File: config.mk
export PLATFORM = sky130hd
export DESIGN_NAME = send_wr_data
export DESIGN_NICKNAME = d
export VERILOG_FILES = /design/src/rtl/send_wr_data.sv
export SDC_FILE = /design/constraint.sdc
export NUM_CORES = 1
export LEC_CHECK = 0
export CORE_MARGIN = 2
export CORE_UTILIZATION = 41
export DETAILED_ROUTE_END_ITERATION = 7
export GPL_ROUTABILITY_DRIVEN = 0
export HOLD_SLACK_MARGIN = 0.06
export PLACE_DENSITY = 0.77
export SYNTH_ARGS = -nofsm -noshare
export SYNTH_HDL_FRONTEND = slang
export SYNTH_SLANG_ARGS = --single-unit
export TNS_END_PERCENT = 50
File: constraint.sdc
create_clock -name clk -period 2.4 [get_ports clk]
set_input_delay 0.48 -clock clk [delete_from_list [all_inputs] [get_ports clk]]
set_output_delay 0.48 -clock clk [all_outputs]
set_load 0.03 [all_outputs]
File: src/rtl/send_wr_data.sv
// send_wr_data: streams size+1 beats onto AXI4 W in 256-beat bursts and collects one B per burst
module send_wr_data #(
   parameter int C_AXI_DATA_WIDTH = 32
) (
   input  logic                            clk,
   input  logic                            rst_n,
   input  logic                            start,
   input  logic [15:0]                     size,
   input  logic [C_AXI_DATA_WIDTH-1:0]     s_data,
   input  logic                            s_valid,
   output logic                            s_ready,
   output logic [C_AXI_DATA_WIDTH-1:0]     M_AXI_WDATA,
   output logic [C_AXI_DATA_WIDTH/8-1:0]   M_AXI_WSTRB,
   output logic                            M_AXI_WLAST,
   output logic                            M_AXI_WVALID,
   input  logic                            M_AXI_WREADY,
   input  logic [1:0]                      M_AXI_BRESP,
   input  logic                            M_AXI_BVALID,
   output logic                            M_AXI_BREADY,
   output logic                            busy,
   output logic                            done,
   output logic                            err
);
   typedef enum logic [1:0] {IDLE, DATA, WAIT_B} state_t;
   state_t      state_q, state_d;
   logic [15:0] size_q, size_d;
   logic [7:0]  beat_q, beat_d, burst_q, burst_d;
   logic [8:0]  b_cnt_q, b_cnt_d, b_exp;
   logic        err_q, err_d, done_q, done_d;
   logic        in_data, last_burst, w_fire, b_fire;
   assign in_data      = state_q == DATA;
   assign last_burst   = burst_q == size_q[15:8];
   assign b_exp        = {1'b0, size_q[15:8]} + 9'd1;
   assign M_AXI_WDATA  = s_data;
   assign M_AXI_WSTRB  = '1;
   assign M_AXI_WVALID = in_data && s_valid;
   assign s_ready      = in_data && M_AXI_WREADY;
   assign M_AXI_WLAST  = in_data && (beat_q == (last_burst ? size_q[7:0] : 8'hFF));
   assign M_AXI_BREADY = state_q != IDLE;
   assign busy         = state_q != IDLE;
   assign done         = done_q;
   assign err          = err_q;
   assign w_fire       = M_AXI_WVALID && M_AXI_WREADY;
   assign b_fire       = M_AXI_BVALID && M_AXI_BREADY;
   // next state: beat/burst counting on W, response counting on B, done when every B is in
   always_comb begin
      state_d = state_q;
      size_d  = size_q;
      beat_d  = beat_q;
      burst_d = burst_q;
      b_cnt_d = b_cnt_q + {8'd0, b_fire};
      err_d   = err_q | (b_fire && M_AXI_BRESP != 2'b00);
      done_d  = 1'b0;
      case (state_q)
         IDLE: if (start) begin
            state_d = DATA;
            size_d  = size;
            beat_d  = '0;
            burst_d = '0;
            b_cnt_d = '0;
            err_d   = 1'b0;
         end
         DATA: if (w_fire) begin
            beat_d  = M_AXI_WLAST ? 8'd0 : beat_q + 8'd1;
            burst_d = M_AXI_WLAST ? burst_q + 8'd1 : burst_q;
            state_d = (M_AXI_WLAST && last_burst) ? WAIT_B : DATA;
         end
         WAIT_B: if (b_cnt_d == b_exp) begin
            state_d = IDLE;
            done_d  = 1'b1;
         end
         default: state_d = IDLE;
      endcase
   end
   // state and counter registers, cleared asynchronously
   always_ff @(posedge clk or negedge rst_n) begin
      if (!rst_n) begin
         state_q <= IDLE;
         size_q  <= '0;
         beat_q  <= '0;
         burst_q <= '0;
         b_cnt_q <= '0;
         err_q   <= 1'b0;
         done_q  <= 1'b0;
      end else begin
         state_q <= state_d;
         size_q  <= size_d;
         beat_q  <= beat_d;
         burst_q <= burst_d;
         b_cnt_q <= b_cnt_d;
         err_q   <= err_d;
         done_q  <= done_d;
      end
   end
endmodule
After elaboration in Yosys (flattened, before gate mapping)
Cells that the tools add are included.
- bits in latches: 0
- register bits: 45
- memories kept: 0
- RAM bits: 0
- memory bits (read-only): 0
- $lt $le $gt $ge: 0
- bitwise gates (word level): 1
- mux-type cells: 19
- add/sub/neg operators: 4
- eq/ne operators: 9
- multipliers: 0
- shift operators: 0
- reductions and logical operators: 15
- div/mod/pow operators: 0
- operators with widths (kind ; number):
    $mux 8 ; 6
    $pmux 8 s2 ; 2
    $mux 9 ; 2
    $add 8x1->8 const B ; 2
    $eq 8x8->1 ; 2
    $add 8x1->9 const B ; 1
    $add 9x1->9 ; 1
    $eq 9x9->1 ; 1
    $mux 2 ; 4
    $logic_and 1x1->1 ; 7
    $ne 2x2->1 const B ; 3
    $pmux 2 s3 ; 1
    $reduce_and 3->1 ; 2
    $reduce_bool 2->1 ; 3
    $mux 1 ; 4
    $reduce_and 4->1 ; 1
    $eq 2x1->1 const B ; 1
    $eq 2x2->1 const B ; 1
    $logic_not 2->1 ; 1
    $ne 2x1->1 const B ; 1
    $reduce_and 2->1 ; 1
    $or 1x1->1 ; 1

Depth between registers and ports, before layout
Gate-level depths: netlist (run 1).
- depth in word-level cells: 8
- gate-level depth with buffers: 10
- gate-level depth less buffers: 10

Worst setup path after synthesis (run 1)
OpenSTA, ideal clock, no wires.
- path kind: flip-flop to flip-flop
- start: reg state_q[0]
- end: reg state_q[1]
- period minus slack after synthesis: 2275 ps
- data required time: 2276 ps
- setup slack: 125 ps
- cell stages (with the launch flop): 11
- setup time: 124 ps
- arrival time: 2151 ps
- buffers on the path: 0
- cells stage by stage: dfrtp_1 nor2_1 nor2b_1 ha_1 ha_1 nand4_1 or3_1 a21oi_1 o31ai_1 o32a_1 o31a_1
- longest elaborated chain between the ends: 6
- elaborated cells on any way between the ends: 18
- those cells by class: 1 x add/sub; 6 x eq/ne; 3 x mux; 8 x reduce/logical
- ends and longest elaborated chain (what ; line ; text):
    from (decl) ; 25 ; state_t state_q, state_d;
    from (signal assigned) ; 86 ; state_q <= state_d;
    $reduce_bool 2->1 or $eq 2x1->1 (tied branches) ; 39, 31, 54 ;
    $logic_and 1x1->1 (on tied branches) ; 44, 38 ;
    $add 9x1->9 or $logic_and 1x1->1 (tied branches) ; 51, 66 ;
    $eq 9x9->1 or $mux 2 (tied branches) ; 68, 66 ;
    $ne 2x2->1 (no source line) or $mux 2 (tied branches) ; n/a ;
    $reduce_and 3->1 (no source line) or $pmux 2 s3 (tied branches) ; n/a ;
Several ways; a longest one is shown, not always the timed one. The select of a mux whose other input is x is not followed.
A chain may end at the register's enable or synchronous reset.

Worst setup path in the final report (run 1)
- start: reg burst_q[1]
- end: out M_AXI_WLAST
- longest elaborated chain between the ends: 4
- ends and longest elaborated chain (what ; line ; text):
    from (decl) ; 27 ; logic [7:0] beat_q, beat_d, burst_q, burst_d;
    from (signal assigned) ; 89 ; burst_q <= burst_d;
    $eq 8x8->1 ; 32 ; assign last_burst = burst_q == size_q[15:8];
    $mux 8 ; 38 ; assign M_AXI_WLAST = in_data && (beat_q == (last_burst ? size_q[7:0] : 8'hFF));
    $eq 8x8->1 ; 38 ;
    $logic_and 1x1->1 ; 38 ;
    to (decl) ; 14 ; output logic M_AXI_WLAST,
Every way passes these cells.

==> results of run 1 <==
-- state kept, by name, indices dropped and copies added, names as in the netlist --
register  count
err           1
beat_q        8
done          1
state_q       2
size_q       16
burst_q       8
b_cnt_q       9
-- layer usage --
metal / part of all wire (%) / routed length, um
met5: 0 / 0
met4: 1.8 / 114
met3: 6.2 / 393
met2: 50 / 3170
met1: 42 / 2660
-- per-stage QoR --
step	setup TNS, ps	power [mW]	setup slack [ps]
final	-44.8	3.43	-44.8
after floorplan	0	2.27	125
after global routing	-135	3.66	-88.7
after global placement	-712	2.67	-395
after CTS	-79.5	3.38	-79.5
after detailed placement	-1040	2.73	-547
-- how the worst max path moves through the flow --
stage                             from          end  cells after the start
after global routing        size_q[10]  M_AXI_WLAST                      6
final                       burst_q[1]  M_AXI_WLAST                      6
after global placement    M_AXI_BVALID   state_q[1]                     10
after CTS                   burst_q[2]  M_AXI_WLAST                      6
after detailed placement  M_AXI_BVALID   state_q[1]                     10
after floorplan             state_q[0]   state_q[1]                     10
-- power breakdown --
| group | switching (mW) | internal, mW | leakage (nW) |
|---|---|---|---|
| sequential | 0.224 | 1.00 | 0.571 |
| clock | 0.270 | 0.308 | 0.0546 |
| combinational | 0.785 | 0.842 | 0.845 |
| total | 1.28 | 2.15 | 1.47 |
-- kinds of logic (layout without fill, tap and decap cells) --
logic type / count (synthesis) / after routing
xor+xnor: 31 / 31
compound gates: 49 / 49
other cells: 1 / 4
fa+ha+maj: 5 / 5
buf+inv: 51 / 83
mux: 16 / 16
simple gates: 96 / 96
flops: 45 / 45
-- final cells by class --
type                            count  share of cell area, %
Clock buffer                        5                   1.98
Timing Repair Buffer               69                   17.9
Tap cell                           80                   2.88
Inverter                            7                  0.756
Sequential cell                    45                   32.5
Multi-Input combinational cell    201                   42.9
Clock inverter                      2                   1.12
-- critical path, delay by kind of cell, from the launching register on --
family          cells  cell delay [ps]
flops               1              440
xor+xnor            1              170
buf+inv             2              330
compound gates      1              150
simple gates        2              560
-- layout by cell type, fill, tap and decap left out, types with 8 or more instances in the layout --
cell type	n
dfrtp_1	43
buf_4	34
clkdlybuf4s50_1	25
nand2_1	22
nand3_1	22
xor2_1	21
mux2_2	16
o21ai_0	14
a21oi_1	10
nor2_1	9
xnor2_1	8
-- repair_timing --
action                                 4_1_cts  5_1_grt
setup buffers                                4        5
endpoints found under the hold margin        0        0
gates resized for setup                     20       15
setup endpoints to repair                    5       10
pin swaps                                   10       13
==> flow_summary.yaml, run 1 <==
outcome:
  status: "finished, violations left"
  violations: "negative setup slack"
cts:
  cts_buffers: 5
  cts_hold_buf: 0
  clkSinkCount: 45
  htreeDepth: 2
  cts_max_path_buffers: 2
  cts_tree: "done"
  path_clk_slew_ps: 90
  insertion_delay_ps: 310
  cts-root-buf: "clkbuf_8"
synthesis:
  synth_area_um2: 2830
  avgSynthCellArea_um2: 9.64
  synth_edf_count: 0
  synth-compound-area-share_pct: 11.4
  synth_top_area_cell: "dfrtp_1"
  synth.distinct_cells: 42
  dominantRegCellSynth: "dfrtp_1"
  netlist.area_leader.share_pct: 39.8
  ys_seq_area_share_pct: 39.8
  synth_top_family_by_area: "simple AND/OR/NAND/NOR gates"
  synth-simple-area-share_pct: 18.1
  synthXorXnorAreaFrac_pct: 10.1
  synth_seq_cells: 45
  synth-adder-area-share_pct: 2.21
  async_reset_ff_share_pct: 100
  yosys-top-cells-count: "dfrtp_1, buf_4, nand3_1, nand2_1, xor2_1"
  synthCells: 294
  synthTopCellsByArea: "dfrtp_1, buf_4, xor2_1"
  yosysWarnings: 0
  yosysMostFrequentCell: "dfrtp_1"
  muxShareOfSynthArea_pct: 6.36
drt:
  first_pass_iters: 4
  wl_um: 6340
  drtIter0Drc: 82
  wl_per_cell_um: 15.5
  viasPerCell: 5.45
  dr_total_vias: 2230
  drc: 0
  drtAntennaViolNets: 0
sta:
  whs_ps: 139
  finalSetupViolCount: 1
  post-route-min-period_ps: 2440
  finalMaxSlewViolations: 0
  max_freq_ghz: 0.409
  slew_headroom_pct: 65.2
  tightest_slew_ps: 522
  rsz0062_at_grt: "true"
  min_period_over_period_pct: 102
  skew_ps: 10.9
  hold_viol_final: 0
  fin_ws_ps: -44.8
layout:
  multi_input_area_um2: 1490
  antenna_cells: 0
  area_delta_synth_final_pct: 22.6
  final_core_util_pct: 51.4
  regArea_um2: 1130
  design_area_um2: 3470
  drive_gt1_share_pct: 26.4
  nFillCells: 618
  layout.nets: 390
  final_cells: 409
floorplanning:
  die_w_um: 87.1
  fp.dieH_um: 87.1
  start_util_pct: 41.9
  boundaryPins: 99
  core.rowCount: 30
  die_area_um2: 7590
  core_area_um2: 6760
global_route:
  grt_usage_pct: 17.7
  antenna_found_initial: 0
  grt.overflow.total: 0
  grt_util_met3_pct: 4.08
  grtUsageMet2_pct: 30.1
  grt_max_degree: 28
  grt_pass1_wl_um: 10500
  busiest_layer: "met2"
  use_met1_pct: 21.8
  grt_pass1_vias: 2207
setup_path:
  crit_required_ps: 1920
  max_stage_delay_ps: 440
  rr_startpoint: "burst_q[1]"
  worst-r2r-setup-slack_ps: 80
  cp-end-kind: "primary output"
  crit_fanout: 3
  start_kind: "register"
  arrival_ps: 1960
  slowest_stage: "dfrtp_2"
  r2r-end: "burst_q[6]"
  worstSetupPathType: "register to primary output"
  r2r_cells: 10
  path_cells: "xor2_1, nor4_2, buf_4, and4_4, o21a_4, buf_6"
worst_hold_path:
  hold_class: "input pin to async pin"
place:
  io_buffer_count: 30
  dpl_cell_area_um2: 3170
  post-dp-hpwl_um: 4560
  placedCellCount: 393
run:
  drv_cap: 0
power_and_ir_drop:
  ir_drop_v: 0.000482
  p_per_area_nw_per_um2: 988
  p_leak_nw: 1.47
Power figures use the tool's default switching activity.
==> run 2: changes to the inputs <==
--- a/config.mk
+++ b/config.mk
@@ -6,11 +6,11 @@
 export NUM_CORES = 1
 export LEC_CHECK = 0
 export CORE_MARGIN = 2
-export CORE_UTILIZATION = 41
+export CORE_UTILIZATION = 25
 export DETAILED_ROUTE_END_ITERATION = 7
 export GPL_ROUTABILITY_DRIVEN = 0
 export HOLD_SLACK_MARGIN = 0.06
-export PLACE_DENSITY = 0.77
+export RECOVER_POWER = 25
 export SYNTH_ARGS = -nofsm -noshare
 export SYNTH_HDL_FRONTEND = slang
 export SYNTH_SLANG_ARGS = --single-unit
==> flow_summary.yaml, run 2 (synthesis gave the netlist of run 1 again) <==
sta:
  min_period_over_period_pct: 98.3
  tightest_slew_ps: 1280
  setup_tns_ps: 0
  finalSetupViolCount: 0
  rsz0062_at_grt: "true"
  finalMaxSlewViolations: 0
  hold_viol_final: 0
  skew_ps: 3.23
  post-route-min-period_ps: 2360
  slew_headroom_pct: 14.4
  max_freq_ghz: 0.424
setup_path:
  worst-r2r-setup-slack_ps: 120
  crit_required_ps: 1920
  worstSetupPathType: "register to primary output"
  cp-end-kind: "primary output"
  rr_startpoint: "size_q[12]"
  r2r_cells: 8
  arrival_ps: 1880
  cp-endpoint: "M_AXI_WLAST"
  path_cells: "xor2_1, nor4_2, and4_4, o21a_1, buf_6"
  crit_fanout: 4
  r2r-end: "burst_q[4]"
  slowest_stage: "nor4_2"
  crit_start: "burst_q[6]"
  start_kind: "register"
  max_stage_delay_ps: 400
layout:
  antenna_cells: 0
  top_register: "size_q"
  nFillCells: 1123
  area_delta_synth_final_pct: 26.5
  largest_register_ffs: 16
  multi_input_area_um2: 1450
  final_core_util_pct: 32.8
  mostFrequentLayoutCells: "buf_4, dfrtp_1, clkdlybuf4s50_1"
  final_common_cell: "buf_4"
  reg_top3: "size_q (16), b_cnt_q (9)"
  layout.nets: 399
  regArea_um2: 1130
  drive_gt1_share_pct: 26.3
run:
  drv_cap: 0
drt:
  dr_total_vias: 2187
  wl_um: 6530
  wl_per_cell_um: 13.6
  drc: 0
  drtAntennaViolNets: 0
  first_pass_iters: 4
  viasPerCell: 4.57
  drtIter0Drc: 149
cts:
  path_clk_slew_ps: 60
  insertion_delay_ps: 280
  cts_tree: "done"
  cts_hold_buf: 0
  cts_max_path_buffers: 2
  htreeDepth: 2
  cts_buffers: 5
  cts-root-buf: "clkbuf_16"
  clkSinkCount: 45
power_and_ir_drop:
  p_per_area_nw_per_um2: 985
  p_leak_nw: 1.51
  ir_drop_v: 0.000468
floorplanning:
  boundaryPins: 99
  start_util_pct: 25.9
  core_area_um2: 10900
  fp.dieH_um: 110
  die_w_um: 110
  die_area_um2: 12200
  core.rowCount: 38
global_route:
  grt_usage_pct: 11.1
  antenna_found_initial: 0
  grt_pass1_wl_um: 11300
  grt.overflow.total: 0
  grt_max_degree: 23
  grt_pass1_vias: 2352
place:
  post-dp-hpwl_um: 4940
  io_buffer_count: 30
outcome:
  status: "complete, no violations"
worst_hold_path:
  hold_class: "input pin to async pin"
==> run 2: cell types whose count changed in the layout (fill, tap and decap cells not counted), moves of 2 or more <==
cell,before,now
clkbuf_1,0,2
buf_6,4,1
nor2_2,0,2
nor2_4,2,0
buf_4,34,47
clkbuf_8,5,2
buf_12,2,0
clkbuf_16,0,5
==> run 2: per-stage QoR <==
| stage | setup slack (ps) | hold slack, ps | std cells | area [um2] | power, mW |
|---|---|---|---|---|---|
| final | 41.7 | 463 | 479 | 3580 | 3.53 |
| after global routing | -18.7 | 546 | 479 | 3580 | 3.79 |
| after CTS | 4.07 | 188 | 475 | 3540 | 3.56 |
| after detailed placement | -441 | 490 | 465 | 3310 | 2.77 |
| after global placement | -371 | 477 | 465 | 3310 | 2.72 |
| after floorplan | 125 | 184 | 297 | 2840 | 2.27 |
==> run 2: worst min-delay path by stage <==
stage            endpoint  cells past startpoint
2_1_floorplan  b_cnt_q[0]                      0
6_report        size_q[2]                      1
5_1_grt         size_q[4]                      1
4_1_cts         beat_q[5]                      1
3_3_place_gp    size_q[2]                      1
3_5_place_dp    size_q[2]                      1
==> run 2: what timing repair did <==
item | 4_1_cts | 5_1_grt
buffers inserted | 2 | 4
setup endpoints to repair | 5 | 6
endpoints found under the hold margin | 0 | 0
gates resized for setup | 16 | 7
pin swaps | 9 | 7
==> run 2: power by group <==
part	leakage, nW	switching, mW	internal (mW)	total [mW]
sequential	0.571	0.221	1.00	1.22
clock	0.0799	0.278	0.441	0.719
combinational	0.859	0.760	0.824	1.58
==> run 2: area by class of cell <==
cell class,instances,share of cell area [%]
clock buffer,7,4.26
clock inverter,1,0.140
inverter,7,0.733
multi-input combinational,201,40.4
sequential,45,31.5
tap,140,4.89
timing repair buffer,78,18.1
==> run 2: worst max-delay path: cells and delay by family (launching register included) <==
| family | cells | cell delay, ps |
|---|---|---|
| AO/OA/AOI/OAI | 1 | 170 |
| XOR/XNOR | 1 | 170 |
| buffers and inverters | 1 | 140 |
| flip-flops | 1 | 390 |
| AND/OR/NAND/NOR | 2 | 730 |
==> run 2: layer usage <==
metal / GRT usage [%] / wire [um] / part of all wire (%)
met5: 0 / 0 / 0
met3: 2.85 / 347 / 5.3
met1: 13.9 / 2830 / 43
met4: 3.25 / 65 / 1.0
met2: 18.9 / 3280 / 50
